File: src/rtl/spi_bus_scheduler.sv
// spi_bus_scheduler: round-robin sharing of one CPOL=0, MSB-first SPI bus between NREQ requesters.
// Receive path (miso -> rd_data) is compiled in only with `define SPI_SCHED_READBACK_EN.
module spi_bus_scheduler #(
  parameter int NREQ       = 4,
  parameter int NSLAVE     = 4,
  parameter int DIV        = 2,
  parameter int GAP_CYCLES = 2
) (
  input  logic                clk,
  input  logic                rst,
  input  logic [NREQ-1:0]     req_valid,
  input  logic [2*NREQ-1:0]   req_ss,
  input  logic [6*NREQ-1:0]   req_len,
  input  logic [32*NREQ-1:0]  req_data,
  output logic [NREQ-1:0]     done,
  output logic [31:0]         rd_data,
  output logic                busy,
  output logic                sclk,
  output logic                mosi,
  input  logic                miso,
  output logic [NSLAVE-1:0]   sen_n
);
  localparam int RW   = (NREQ > 1) ? $clog2(NREQ) : 1;
  localparam int MAXC = (DIV > GAP_CYCLES) ? DIV : GAP_CYCLES;
  localparam int CW   = (MAXC > 1) ? $clog2(MAXC) : 1;
  localparam logic [CW-1:0] DIV_LAST = CW'(DIV - 1);
  localparam logic [CW-1:0] GAP_LAST = CW'(GAP_CYCLES - 1);

  typedef enum logic [2:0] {IDLE, SETUP, SHIFT_HI, SHIFT_LO, GAP} state_t;

  state_t            state_reg, state_next;
  logic [CW-1:0]     cnt_reg, cnt_next;
  logic [5:0]        bits_left_reg, bits_left_next;
  logic [31:0]       data_reg, data_next;
  logic [RW-1:0]     winner_reg, winner_next;
  logic [RW-1:0]     rr_reg, rr_next;
  logic [NREQ-1:0]   done_reg, done_next;
  logic              busy_reg, busy_next;
  logic              sclk_reg, sclk_next;
  logic              mosi_reg, mosi_next;
  logic [NSLAVE-1:0] sen_n_reg, sen_n_next;
`ifdef SPI_SCHED_READBACK_EN
  logic [31:0]       rx_reg, rx_next;
  logic [31:0]       rd_reg, rd_next;
`endif

  logic [1:0]  ss_arr   [NREQ];
  logic [5:0]  len_arr  [NREQ];
  logic [31:0] data_arr [NREQ];

  generate
    for (genvar gi = 0; gi < NREQ; gi++) begin : g_unpack
      assign ss_arr[gi]   = req_ss[2*gi +: 2];
      assign len_arr[gi]  = req_len[6*gi +: 6];
      assign data_arr[gi] = req_data[32*gi +: 32];
    end
  endgenerate

  // First valid requester at or above the rr pointer, wrapping.
  logic          grant_any;
  logic [RW-1:0] grant_idx;
  logic [RW-1:0] scan_idx;
  always_comb begin
    grant_any = 1'b0;
    grant_idx = '0;
    scan_idx  = '0;
    for (int k = 0; k < NREQ; k++) begin
      scan_idx = RW'((int'(rr_reg) + k) % NREQ);
      if (!grant_any && req_valid[scan_idx]) begin
        grant_any = 1'b1;
        grant_idx = scan_idx;
      end
    end
  end

  logic [1:0]  sel_ss;
  logic [5:0]  sel_len;
  logic [31:0] sel_data;
  logic        sel_null;
  logic        start;
  logic [5:0]  nb;
  assign sel_ss   = ss_arr[grant_idx];
  assign sel_len  = (len_arr[grant_idx] > 6'd32) ? 6'd32 : len_arr[grant_idx];
  assign sel_data = data_arr[grant_idx];
  assign sel_null = (sel_len == 6'd0) || (int'(sel_ss) >= NSLAVE);
  // Arbitration also runs on the final GAP cycle so back-to-back transfers see exactly GAP_CYCLES idle cycles.
  assign start    = grant_any && ((state_reg == IDLE) || ((state_reg == GAP) && (cnt_reg == GAP_LAST)));
  assign nb       = bits_left_reg - 6'd1;

  always_comb begin
    state_next     = state_reg;
    cnt_next       = cnt_reg;
    bits_left_next = bits_left_reg;
    data_next      = data_reg;
    winner_next    = winner_reg;
    rr_next        = rr_reg;
    done_next      = '0;
    busy_next      = busy_reg;
    sclk_next      = sclk_reg;
    mosi_next      = mosi_reg;
    sen_n_next     = sen_n_reg;
`ifdef SPI_SCHED_READBACK_EN
    rx_next        = rx_reg;
    rd_next        = rd_reg;
`endif
    case (state_reg)
      SETUP: begin
        if (cnt_reg == DIV_LAST) begin
          state_next = SHIFT_HI;
          cnt_next   = '0;
          sclk_next  = 1'b1;
`ifdef SPI_SCHED_READBACK_EN
          rx_next    = {rx_reg[30:0], miso};
`endif
        end else begin
          cnt_next = cnt_reg + 1'b1;
        end
      end
      SHIFT_HI: begin
        if (cnt_reg == DIV_LAST) begin
          state_next     = SHIFT_LO;
          cnt_next       = '0;
          sclk_next      = 1'b0;
          bits_left_next = nb;
          if (nb != 6'd0) mosi_next = data_reg[5'(nb - 6'd1)];
        end else begin
          cnt_next = cnt_reg + 1'b1;
        end
      end
      SHIFT_LO: begin
        if (cnt_reg == DIV_LAST) begin
          cnt_next = '0;
          if (bits_left_reg == 6'd0) begin
            state_next             = GAP;
            sen_n_next             = '1;
            mosi_next              = 1'b0;
            done_next[winner_reg]  = 1'b1;
`ifdef SPI_SCHED_READBACK_EN
            rd_next                = rx_reg;
`endif
          end else begin
            state_next = SHIFT_HI;
            sclk_next  = 1'b1;
`ifdef SPI_SCHED_READBACK_EN
            rx_next    = {rx_reg[30:0], miso};
`endif
          end
        end else begin
          cnt_next = cnt_reg + 1'b1;
        end
      end
      GAP: begin
        if (cnt_reg == GAP_LAST) begin
          state_next = IDLE;
          busy_next  = 1'b0;
          cnt_next   = '0;
        end else begin
          cnt_next = cnt_reg + 1'b1;
        end
      end
      default: ;
    endcase

    if (start) begin
      winner_next    = grant_idx;
      rr_next        = (int'(grant_idx) == NREQ - 1) ? '0 : grant_idx + 1'b1;
      busy_next      = 1'b1;
      cnt_next       = '0;
      data_next      = sel_data;
      bits_left_next = sel_len;
`ifdef SPI_SCHED_READBACK_EN
      rx_next        = '0;
`endif
      if (sel_null) begin
        state_next           = GAP;
        done_next[grant_idx] = 1'b1;
`ifdef SPI_SCHED_READBACK_EN
        rd_next              = '0;
`endif
      end else begin
        state_next = SETUP;
        sen_n_next = ~(NSLAVE'(1) << sel_ss);
        sclk_next  = 1'b0;
        mosi_next  = sel_data[5'(sel_len - 6'd1)];
      end
    end
  end

  always_ff @(posedge clk or posedge rst) begin
    if (rst) begin
      state_reg     <= IDLE;
      cnt_reg       <= '0;
      bits_left_reg <= '0;
      data_reg      <= '0;
      winner_reg    <= '0;
      rr_reg        <= '0;
      done_reg      <= '0;
      busy_reg      <= 1'b0;
      sclk_reg      <= 1'b0;
      mosi_reg      <= 1'b0;
      sen_n_reg     <= '1;
`ifdef SPI_SCHED_READBACK_EN
      rx_reg        <= '0;
      rd_reg        <= '0;
`endif
    end else begin
      state_reg     <= state_next;
      cnt_reg       <= cnt_next;
      bits_left_reg <= bits_left_next;
      data_reg      <= data_next;
      winner_reg    <= winner_next;
      rr_reg        <= rr_next;
      done_reg      <= done_next;
      busy_reg      <= busy_next;
      sclk_reg      <= sclk_next;
      mosi_reg      <= mosi_next;
      sen_n_reg     <= sen_n_next;
`ifdef SPI_SCHED_READBACK_EN
      rx_reg        <= rx_next;
      rd_reg        <= rd_next;
`endif
    end
  end

  assign done  = done_reg;
  assign busy  = busy_reg;
  assign sclk  = sclk_reg;
  assign mosi  = mosi_reg;
  assign sen_n = sen_n_reg;
`ifdef SPI_SCHED_READBACK_EN
  assign rd_data = rd_reg;
`else
  logic unused_miso;
  assign unused_miso = miso;
  assign rd_data     = '0;
`endif
endmodule

File: config.mk
export PLATFORM = sky130hd
export DESIGN_NAME = spi_bus_scheduler
export DESIGN_NICKNAME = d
export VERILOG_FILES = /design/src/rtl/spi_bus_scheduler.sv
export SDC_FILE = /design/constraint.sdc
export NUM_CORES = 1
export LEC_CHECK = 0
export BUFFER_PORTS_ARGS = -buffer_cell sky130_fd_sc_hd__buf_4
export CORE_MARGIN = 4
export CORE_UTILIZATION = 53
export DETAILED_ROUTE_END_ITERATION = 7
export HOLD_SLACK_MARGIN = 0.02
export PLACE_DENSITY = 0.9
export SETUP_SLACK_MARGIN = 0.02
export SKIP_CTS_REPAIR_TIMING = 1
export SLEW_MARGIN = 25
export SYNTH_ARGS = -nofsm -noshare
export SYNTH_HDL_FRONTEND = slang
export SYNTH_SLANG_ARGS = --single-unit
File: constraint.sdc
create_clock -name clk -period 11 [get_ports clk]
set_input_delay 1.1 -clock clk [delete_from_list [all_inputs] [get_ports clk]]
set_output_delay 1.1 -clock clk [all_outputs]
set_load 0.005 [all_outputs]
==> results.md <==
- Pleak: 0.00320 µW
- Rows: 34
- Post-Layout Cell Count: between 800 and 900
- Final Slew Violations: 0
- ANT nets after route: 0
- Critical Path Start: req_valid[1]
- Die W: 104 µm
- Area Growth Syn to Fin: 29.2%
- Largest net degree at the start of global routing: between 70 and 80
- CTS tree: yes
- Vias/cell: 5.46
- Post-synth top area share: 27.1%
- Clock-pin slew on the worst setup and hold paths: ~0.070 ns
- Drt pass-1 iters: 4
- Clk_lat worst skew: 0.35 ns
- Num CTS Buffers: 9
- GRT Total Usage: 25.4%
- EDFF count, synth: 0
- I/O pin count: 210
- Initial Utilization: 55.3%
- HP Class: register to register
- Hold_ws: between 0.4 and 0.5 ns
- RePlAce Congestion: 0.885
- Die area: 10800 µm²
- Routed vias: 4792
- DRC: 0
- Post-route cell area: 6320 µm²
- WL per Instance: 15.8 µm
- Peak VDD IR: 0.0705 mV
- Yosys top cell by area: dfrtp_1
- Main synth FF type: dfrtp_1
- Post-synthesis sequential area ratio: 29.3%
- Flops & latches, synth: 57
- Synth area leaders: dfrtp_1, nand2_1, mux2i_1
- Critical path fanouts, max: a little under 80
- Remaining global-route overflow: 0
- Crit path time final: 5.19 ns
- Distinct cells, synth: 60
- Slew HR: 36.1%
- Syn Inst Count: 608
- Startpoint Class: primary input
- Synth Warn #: 0
- Hold_sp: data_reg[8]
- Clk buf depth: 2
- Status: completed
- Register-to-Register Path Depth: 12
- PwrDens: 122 nW/µm²
- Reg2reg start: rr_reg[1]
- Core area: 8850 µm²
- Detailed placer's ending HPWL: about 11 mm
- Critical path class: primary input to register
- Worst EP required: 11.27 ns
- First DRT Iteration DRCs: ~150
- Share of cells above drive strength 1: between 30% and 40%
- Max Freq: 193 MHz
- Post-Route WL: ~14 mm
- Placement Cell Area: 6090 µm²
- Hold path cells: 2
- IO buf count: ~180
- Vias in the first global route: 4915
- Die H: 104 µm
- H-tree depth: 3
- Global-route wire length before repair: between 20 and 25 mm
- TNS Setup: 0 ns
- Mapped cell area: 4890 µm²
- Final setup viols: 0
- Period utilization: between 40 and 50%
- Pin slew with the least headroom to its limit: 0.959 ns
- Clock sink count: 57
- Commonest non-fill, non-tap cell in the layout: buf_4
- Unrepaired setup endpoints after global routing: no
- Initial antenna violation count: 0
- CTS root buf: clkbuf_8
- Final hold vios: 0
- Clock skew: 0.0114 ns
- Most frequent cells in the layout: buf_4, nand2_1, o21ai_0, dfrtp_1, mux2i_1
- Avg Inst Size Synth: just over 8 µm²
- MaxCap Viol Count: 0
- Fraction of registers with async set/reset: 100%
- CP arrival: 5.46 ns
- CP Capture Type: register
- Max reg flops: 32
- DP Cell Count: 861
- Final net count: 941
- N_diodes: 0
[cell families after synthesis]
| group | count (synthesis) | share of synthesized area (%) |
|---|---|---|
| AND/OR/NAND/NOR | 259 | 23.0 |
| other | 1 | 0.0766 |
| AO/OA/AOI/OAI | 122 | 16.0 |
| XOR/XNOR | 8 | 1.43 |
| adder cells (fa/ha/maj) | 10 | 2.56 |
| buffers and inverters | 76 | 9.26 |
| flip-flops | 57 | 29.3 |
| multiplexers | 75 | 18.5 |
[stage by stage]
| stage | util, % | total power, µW | worst slack [ns] |
|---|---|---|---|
| after floorplan | - | 458 | 6.79 |
| after global placement | 68.8 | 538 | 5.63 |
| after detailed placement | 68.8 | 550 | 5.47 |
| after CTS | 71.3 | 772 | 5.85 |
| after global routing | 71.5 | 820 | 5.55 |
| final | 71.5 | 770 | 5.81 |
[cells in the mapped netlist (all sizes together), types with 2 or more instances]
cell / number
o21ai: 77
nor2: 24
dfrtp: 53
nor2b: 5
a21boi: 3
mux2i: 42
nand2: 166
a41oi: 2
a21oi: 7
and2: 5
mux2: 23
clkbuf: 18
inv: 11
nand3: 35
nor3: 8
a211oi: 4
o211ai: 3
buf: 47
ha: 10
a31oi: 4
nand2b: 7
o211a: 4
xnor2: 4
mux4: 10
o22ai: 5
o221ai: 2
xor2: 4
dfstp: 4
a22oi: 5
[power breakdown]
| group | internal, µW | total, µW | switching (µW) | leakage, µW |
|---|---|---|---|---|
| Sequential | 232 | 248 | 16.0 | 0.000669 |
| Combinational | 146 | 302 | 156 | 0.00242 |
| Clock | 133 | 221 | 87.6 | 0.000113 |
| Total | 511 | 770 | 260 | 0.00320 |
[area by class of cell]
type | instances | area (µm²)
clock inverters | 5 | 78.8
clock buffers | 11 | 141
repair buffers | 179 | 1340
multi-input cells | 506 | 3150
well taps | 108 | 135
inverters | 11 | 43.8
flip-flops and latches | 57 | 1430
fillers | 698 | 2530
[critical path, cell delays in order]
cell      delay (ns)
buf_4           0.13
nand2b_1        0.17
o211a_2         0.32
nor2_4          0.11
buf_4           0.71
a211oi_2        0.32
o211ai_4        0.75
ha_1            0.40
and2_1          0.20
mux2i_1         0.34
o22ai_1         0.17
or4b_1          0.53
a41oi_2         0.17
[path summary, 6_finish.rpt]
kind | endpoint | slack, ns
max in group asynchronous | data_reg[27] | 9.56
max | mosi | 5.81
max reg2reg | mosi | 6.25
min in group asynchronous | data_reg[29] | 0.96
min reg2reg | data_reg[8] | 0.48
min | data_reg[8] | 0.48
[per-layer routing]
metal  routed length [µm]  GRT usage, %  up-vias
met4                  395          9.02        0
met1                 5270          28.7     2182
met5                    0             0        -
met2                 7190          45.7      208
li1                     -             -     2364
met3                  995          6.83       38
(Power assumes the default switching activity.)
